### src/rtl/bpu_update_sched.sv
// bpu_update_sched: merges the front-end and back-end BPU update producers
// onto the single BPU update port.
//  - Flush updates pass through combinationally. A back flush wins over a
//    front flush.
//  - Training-only updates (btb_update | lpht_update) are queued in a small
//    FIFO and issued one per cycle, in the cycles that carry no flush.
//  - A back flush discards the same-cycle front input. It also turns every
//    queued front-sourced entry into a bubble: the slot stays in the FIFO,
//    but it issues as an all-zero update.
//  - Training that does not fit in the FIFO is dropped and counted.
// Optional feature, macro BPU_UPD_BYPASS_EN: when the FIFO is empty and no
// flush is output, one training input goes straight to update_o in the same
// cycle. If both inputs train, back bypasses and front is queued.

package bpu_update_sched_pkg;

  typedef struct packed {
    logic        flush;
    logic [31:0] pc;
    logic [31:0] br_target;
    logic [1:0]  br_type;
    logic        br_taken;
    logic        btb_update;
    logic        lpht_update;
    logic [1:0]  lphr;
    logic [9:0]  lphr_index;
  } bpu_update_t;

  // One FIFO slot. valid=0 marks a front entry cancelled by a back flush.
  // src: 0 = front end, 1 = back end.
  typedef struct packed {
    logic        valid;
    logic        src;
    bpu_update_t upd;
  } q_entry_t;

endpackage

module bpu_update_sched
  import bpu_update_sched_pkg::*;
#(
  parameter int DEPTH = 4,   // power of two, >= 2
  parameter int CNT_W = 16
) (
  input  logic                    clk,
  input  logic                    rst_n,
  input  bpu_update_t             update_front_i,
  input  bpu_update_t             update_back_i,
  output bpu_update_t             update_o,
  output logic [$clog2(DEPTH):0]  q_count_o,
  output logic [CNT_W-1:0]        drop_cnt_o,
  output logic                    busy_o
);

  localparam int PTR_W  = $clog2(DEPTH);
  localparam int CNT_QW = PTR_W + 1;
  localparam int FREE_W = CNT_QW + 1;
  localparam logic [FREE_W-1:0] DEPTH_F = FREE_W'(DEPTH);
  localparam logic [CNT_W-1:0]  DROP_MAX = '1;

  // Queued training never carries the flush flag.
  function automatic bpu_update_t as_training(input bpu_update_t u);
    bpu_update_t r;
    r       = u;
    r.flush = 1'b0;
    return r;
  endfunction

  // ---------------------------------------------------------------------
  // State
  // ---------------------------------------------------------------------
  q_entry_t             mem_q [DEPTH];
  logic [PTR_W-1:0]     wr_ptr_q, wr_ptr_d;
  logic [PTR_W-1:0]     rd_ptr_q, rd_ptr_d;
  logic [CNT_QW-1:0]    count_q, count_d;
  logic [CNT_W-1:0]     drop_cnt_q, drop_cnt_d;

  // ---------------------------------------------------------------------
  // Request decode
  // ---------------------------------------------------------------------
  logic back_flush, front_flush, flush_out;
  logic back_train, front_train;
  logic q_empty, pop;
  logic bypass_back, bypass_front;
  logic push_back_req, push_front_req;
  logic accept_back, accept_front;
  logic drop_back, drop_front;
  logic [FREE_W-1:0]  free_slots;
  logic [CNT_QW-1:0]  n_push;
  logic [PTR_W-1:0]   front_slot;
  logic [1:0]         n_drop;
  logic [CNT_W:0]     drop_sum;
  q_entry_t           head;

  assign back_flush  = update_back_i.flush;
  assign front_flush = update_front_i.flush;
  assign flush_out   = back_flush | front_flush;

  // A flushing input's training goes out with the flush and is never queued.
  // A back flush also discards the front input of the same cycle.
  assign back_train  = (update_back_i.btb_update | update_back_i.lpht_update)
                       & ~back_flush;
  assign front_train = (update_front_i.btb_update | update_front_i.lpht_update)
                       & ~front_flush & ~back_flush;

  assign q_empty = (count_q == '0);
  assign pop     = ~flush_out & ~q_empty;
  assign head    = mem_q[rd_ptr_q];

`ifdef BPU_UPD_BYPASS_EN
  assign bypass_back  = ~flush_out & q_empty & back_train;
  assign bypass_front = ~flush_out & q_empty & ~back_train & front_train;
`else
  assign bypass_back  = 1'b0;
  assign bypass_front = 1'b0;
`endif

  assign push_back_req  = back_train  & ~bypass_back;
  assign push_front_req = front_train & ~bypass_front;

  // The slot freed by this cycle's pop can be reused in the same cycle.
  // Back has priority for the available space.
  assign free_slots   = DEPTH_F - FREE_W'(count_q) + FREE_W'(pop);
  assign accept_back  = push_back_req  & (free_slots != '0);
  assign accept_front = push_front_req & (free_slots > FREE_W'(accept_back));
  assign drop_back    = push_back_req  & ~accept_back;
  assign drop_front   = push_front_req & ~accept_front;

  assign n_push     = CNT_QW'(accept_back) + CNT_QW'(accept_front);
  assign front_slot = wr_ptr_q + PTR_W'(accept_back);
  assign n_drop     = 2'(drop_back) + 2'(drop_front);

  // Next-state arithmetic for pointers, occupancy and the saturating drop counter.
  always_comb begin
    // NOTE: every combinational output gets a default first, so no path leaves it unassigned and no latch is inferred.
    wr_ptr_d   = wr_ptr_q + PTR_W'(n_push);
    rd_ptr_d   = rd_ptr_q + PTR_W'(pop);
    count_d    = count_q + n_push - CNT_QW'(pop);
    drop_sum   = {1'b0, drop_cnt_q} + (CNT_W + 1)'(n_drop);
    drop_cnt_d = drop_sum[CNT_W] ? DROP_MAX : drop_sum[CNT_W-1:0];
  end

  // ---------------------------------------------------------------------
  // Sequential state
  // ---------------------------------------------------------------------

  // Pointers, occupancy and the drop counter. Reset empties the queue
  // asynchronously, so anything in flight is lost.
  always_ff @(posedge clk or negedge rst_n) begin
    if (!rst_n) begin
      // NOTE: registers take non-blocking assignments so every flop samples pre-edge values, independent of block order.
      wr_ptr_q   <= '0;
      rd_ptr_q   <= '0;
      count_q    <= '0;
      drop_cnt_q <= '0;
    end else begin
      wr_ptr_q   <= wr_ptr_d;
      rd_ptr_q   <= rd_ptr_d;
      count_q    <= count_d;
      drop_cnt_q <= drop_cnt_d;
    end
  end

  // Queue storage: back-flush cancellation, then this cycle's writes.
  // Back is written ahead of front.
  always_ff @(posedge clk) begin
    // NOTE: storage has no reset; occupancy is tracked by count_q, and slots are only read after they are written.
    if (back_flush) begin
      for (int i = 0; i < DEPTH; i++) begin
        if (!mem_q[i].src) mem_q[i].valid <= 1'b0;
      end
    end
    if (accept_back) begin
      mem_q[wr_ptr_q] <= '{valid: 1'b1, src: 1'b1,
                           upd: as_training(update_back_i)};
    end
    if (accept_front) begin
      mem_q[front_slot] <= '{valid: 1'b1, src: 1'b0,
                             upd: as_training(update_front_i)};
    end
  end

  // ---------------------------------------------------------------------
  // Output select: flush > bypass > queue head
  // ---------------------------------------------------------------------

  // Merged update. It is forced to zero while reset is held.
  always_comb begin
    update_o = '0;
    if (rst_n) begin
      if (back_flush) begin
        update_o = update_back_i;
      end else if (front_flush) begin
        update_o = update_front_i;
      end else if (bypass_back) begin
        update_o = update_back_i;
      end else if (bypass_front) begin
        update_o = update_front_i;
      end else if (pop && head.valid) begin
        update_o = as_training(head.upd);
      end
    end
  end

  assign q_count_o  = count_q;
  assign busy_o     = ~q_empty;
  assign drop_cnt_o = drop_cnt_q;

endmodule
### config.mk
export PLATFORM = sky130hd
export DESIGN_NAME = bpu_update_sched
export DESIGN_NICKNAME = d
export VERILOG_FILES = /design/src/rtl/bpu_update_sched.sv
export SDC_FILE = /design/constraint.sdc
export NUM_CORES = 1
export LEC_CHECK = 0
export CAP_MARGIN = 15
export CORE_ASPECT_RATIO = 1.5
export CORE_MARGIN = 4
export CORE_UTILIZATION = 25
export DETAILED_ROUTE_END_ITERATION = 7
export PLACE_DENSITY = 0.44
export SLEW_MARGIN = 10
export SYNTH_ARGS = -nofsm -noshare
export SYNTH_HDL_FRONTEND = slang
export SYNTH_SLANG_ARGS = --single-unit
### constraint.sdc
create_clock -name clk -period 17.9 [get_ports clk]
set_input_delay 5.37 -clock clk [delete_from_list [all_inputs] [get_ports clk]]
set_output_delay 5.37 -clock clk [all_outputs]
set_load 0.005 [all_outputs]
Yosys cells after proc, flatten, opt, wreduce, memory -nomap -nowiden

Memories as Yosys holds them, arrays and structs flattened.
Cells that the tools add are included.

Order comparisons: 1
Reductions and logical operators: 5
Bitwise gates (word level): 17
Mux-type cells: 27
Add/subtract/negate cells: 10

Operator list:

| kind                  | number |
|---|---|
| $mux W82              | 3 |
| $mux W83              | 2 |
| $reduce_or A83 Y1     | 2 |
| $mux W81              | 1 |
| $add A16 B2 Y17       | 1 |
| $mux W1               | 16 |
| $mux W16              | 1 |
| $and A1 B1 Y1         | 8 |
| $mux W2               | 4 |
| $not A1 Y1            | 6 |
| $add A1 B1 Y2         | 2 |
| $add A2 B1 Y2         | 2 |
| $add A4 B1 Y4         | 1 |
| $gt A4 B1 Y1          | 1 |
| $reduce_bool A4 Y1    | 1 |
| $sub A3 B3 Y4 const A | 1 |
| $add A3 B2 Y3         | 1 |
| $logic_not A3 Y1      | 1 |
| $or A1 B1 Y1          | 3 |
| $sub A3 B1 Y3         | 1 |
| $add A2 B2 Y2         | 1 |
| $logic_and A1 B1 Y1   | 1 |

Input bits: 166
Bits in registers: 23
Memory bits (writable): 332
Memories: 1
Output and inout port bits: 102
Word-level logic and storage cells: 65

Memories:

| name  | depth | bits a word | rd ports | clocked after memory_dff | wr ports | line | source |
|---|---|---|---|---|---|---|---|
| mem_q | 4     | 83          | 5        | 0                        | 4        | 72   | `q_entry_t mem_q [DEPTH];` |

Longest topological paths before layout

Depth after elaboration: 13
Mapped depth: 17
Depth with buffers taken out: 16

Worst setup path after synthesis

Ideal clock, no wire load.

Path kind: input to output
Start point: in update_front_i[81] (netlist name)
End point: out update_o[10] (netlist name)
Setup slack: 5.973 ns
Path buffers: 3
Stages: 7
Data arrival time: 6.557 ns
Required time: 12.530 ns
Path through: buf_2 -> nor2_2 -> and3_1 -> clkbuf_1 -> clkbuf_1 -> a221oi_1 -> nor2_1

RTL lines:

| what            | line | source |
|---|---|---|
| start, declared | 47   | `input bpu_update_t update_front_i,` |
| end, declared   | 49   | `output bpu_update_t update_o,` |

==> results by group <==
Run status
  – Run status: finished, final reports clean

GRT
  – Largest net degree at the start of global routing: 69
  – GR Util All Layers: 17.6%
  – Remaining Overflow, GRT: 0
  – Antenna violations before repair: 2
  – Vias in the first global route: between 15k and 20k
  – Global-route wire length before repair: 112000 µm

Floorplan
  – Die X: 240 µm
  – Num ports: 268
  – Core ar.: 0.0802 mm²
  – Die H: 357 µm
  – Die area: around 0.086 mm²
  – Site Rows: about 130
  – Initial Utilization: 25.3%

Worst setup path
  – Slowest-stage cell, CP: and3_4
  – Cells along the critical path: buf_4, nor2_2, and3_4, buf_4, a221oi_1, nor2_1, clkdlybuf4s50_1
  – CP startpoint kind: primary input
  – Critical path's largest stage delay: 0.68 ns
  – Worst path arrival time: 8.10 ns
  – Worst EP required: ~13 ns
  – Worst Setup Path Type: primary input to output pin
  – Crit path max-delay family: buffers and inverters
  – Crit path buf inv count: 3
  – Crit-path most repeated cell: buf_4
  – Crit-path max FO: 48
  – Crit. End Element: output pin

Place
  – Post-DP HPWL: approximately 45000 µm
  – Gpl congestion: between 0.7 and 0.8
  – IO Port Bufs: around 270
  – Placed cell area: between 0.02 and 0.025 mm²
  – Place WS: 4.44 ns

Power and ir drop
  – PD cells: 133 mW/mm²
  – VDD IR max: 0.0677 mV
  – Static leakage: roughly 9.4 nW

Logic synthesis
  – Syn_nets: 1876
  – Synth top area share: ~48%
  – Cell variety after synth: 51
  – Synth Flop Type: edfxtp_1
  – Synth Area per Inst: 11.9 µm²
  – Top cells by area, synth: edfxtp_1, mux2i_1, mux4_2
  – Post-Syn Instances: 1697
  – Cell Area, Synth: 0.0203 mm²
  – Ys async rst share: between 6 and 7%
  – Synth Register Bits: 355
  – EDFF count, synth: between 300 and 400
  – Cell taking the most area after synthesis: edfxtp_1
  – YS warnings: 0
  – Post-synthesis sequential area ratio: 51.6%

Timing
  – Max Clock Freq: 74.2 MHz
  – Post-route setup TNS: 0 ns
  – Crit path time final: 13.47 ns
  – Slew headroom: 24.4%
  – Final setup skew: 0.0275 ns
  – Fin crit share: about three quarters
  – RSZ-0062 raised after global routing: false
  – Slew Limit Fails: 0
  – Worst-Margin Slew: 1.13 ns
  – Final worst slack: approximately 4.4 ns
  – Final hold violations: 0
  – Final setup fails: 0

CTS
  – Post-cts resize count: 0
  – Max H-tree Level: 2
  – Post-CTS Setup Bufs: 0
  – # hold bufs at CTS: 0
  – CTS root buffer: clkbuf_16
  – TritonCTS clock tree: done
  – CTS Sinks: 355
  – Clk Latency, worst-skew pair: 0.58 ns
  – Reg clk slew, reported paths: roughly 0.060 ns
  – CTS Buf Count: 40
  – Clk buf depth: 3

Detailed routing
  – Routed Antenna Nets: 0
  – Vias: 15.0k
  – Iter 0 DRT Violations: 1128
  – DR WL/cell: around 26 µm
  – First drt pass iteration count: 5
  – Routed WL: 76900 µm
  – Via/cell ratio: 5.07
  – Remaining DRCs: 0

Finish
  – Final Util: 31.3%
  – Layout cell share with drive strength beyond 1: approximately 10%
  – Fin area: approximately 0.025 mm²
  – Fin nets: about 2.1k
  – Area Growth Syn to Fin: 24.1%

Job
  – Max-Cap Viols: 0

Min path
  – Worst hold path type: flip-flop to flip-flop
==> worst paths after layout <==
| kind | from | endpoint | slack (ns) | cells after the start |
|---|---|---|---|---|
| worst max-delay path | update_back_i[81] | update_o[44] | 4.43 | 7 |
| worst min-delay path | mem_q[0][81] | mem_q[0][81] | 0.46 | 2 |
| worst max register to register | q_count_o[2] | mem_q[2][39] | 11.29 | 14 |
| worst min register to register | mem_q[0][81] | mem_q[0][81] | 0.46 | 2 |
| max in group asynchronous | rst_n | rd_ptr_q[1] | 11.81 | 2 |
| min in group asynchronous | rst_n | q_count_o[2] | 5.42 | 2 |
==> cell usage after synthesis (23+ instances only) <==
master and count:
buf_2 33, inv_1 95, dfrtp_1 23, mux4_2 82, o21ai_0 87, a221oi_1 81, nor2_1 89, nand3_1 93
mux2i_1 324, edfxtp_1 324, nand2_1 263, clkbuf_1 88
==> kinds of logic (layout without fill, tap and decap cells) <==
group	count (synthesis)	after routing	synth area share, %
other	0	5	0
buffers and inverters	245	463	5.17
AND/OR/NAND/NOR	477	477	10.0
XOR/XNOR	14	14	0.605
flip-flops	355	355	51.6
adder cells (fa/ha/maj)	13	13	0.877
multiplexers	408	408	25.2
AO/OA/AOI/OAI	185	185	6.49
==> worst reg2reg max path, stage by stage (launching register included) <==
cell and delay [ns]:
dfrtp_1 0.52, or3_1 0.54, nand2_1 0.15, ha_1 0.19, inv_1 0.05, ha_1 0.32
nor4b_2 0.69, a211oi_4 0.08, buf_4 0.40, ha_1 0.33, xnor2_1 0.24, nor4bb_4 0.35
buf_4 0.72, or2_4 0.71, buf_4 0.84
==> power by group <==
part / internal [W] / switching [W] / leakage, nW
clock network: 0.000483 / 0.000357 / 0.619
logic: 0.000486 / 0.000743 / 5.31
registers: 0.00117 / 0.000100 / 3.49
==> stage by stage <==
stage | cells | hold slack (ns) | total power, W
finish | 2952 | 0.464 | 0.00334
global route | 2948 | 0.482 | 0.00351
CTS | 2947 | 0.471 | 0.00340
detailed placement | 2876 | 0.456 | 0.00255
global placement | 2876 | 0.447 | 0.00254
floorplan | 1697 | 0.435 | 0.00201
==> placed cells by master (no fill, tap or decap), types with 4 or more instances in the layout <==
| cell | n |
|---|---|
| mux2i_1 | 324 |
| edfxtp_1 | 324 |
| clkdlybuf4s50_1 | 264 |
| nand2_1 | 261 |
| inv_1 | 94 |
| nand3_1 | 93 |
| nor2_1 | 89 |
| o21ai_0 | 87 |
| mux4_2 | 82 |
| a221oi_1 | 81 |
| clkbuf_16 | 41 |
| buf_4 | 33 |
| dfrtp_1 | 21 |
| xnor2_1 | 11 |
| ha_1 | 11 |
| clkbuf_1 | 11 |
| dfxtp_1 | 8 |
| clkinv_2 | 6 |
| clkinv_1 | 6 |
| diode_2 | 5 |
| nand2b_1 | 4 |
| bufinv_16 | 4 |
==> layout make-up <==
class,instances,area [µm²]
clock buffer,53,1080
timing repair buffer,297,2890
tap,1032,1290
antenna,5,12.5
fill,8089,55100
inverter,95,358
sequential,355,10500
multi-input combinational,1097,8850
clock inverter,18,193
==> metal layers <==
metal | global-route usage, % | vias up | routed length, µm
met5 | 0 | - | 0
met4 | 4.32 | 0 | 1730
met3 | 2.20 | 75 | 3370
met2 | 33.0 | 442 | 40900
met1 | 21.4 | 7747 | 30900
li1 | - | 6694 | -
==> registers in the layout, summed over array words and instances (netlist names) <==
| name | count |
|---|---|
| mem_q | 332 |
| drop_cnt_o | 16 |
| q_count_o | 3 |
| rd_ptr_q | 2 |
| wr_ptr_q | 2 |
Note: power is estimated with default switching activity, not from simulation.
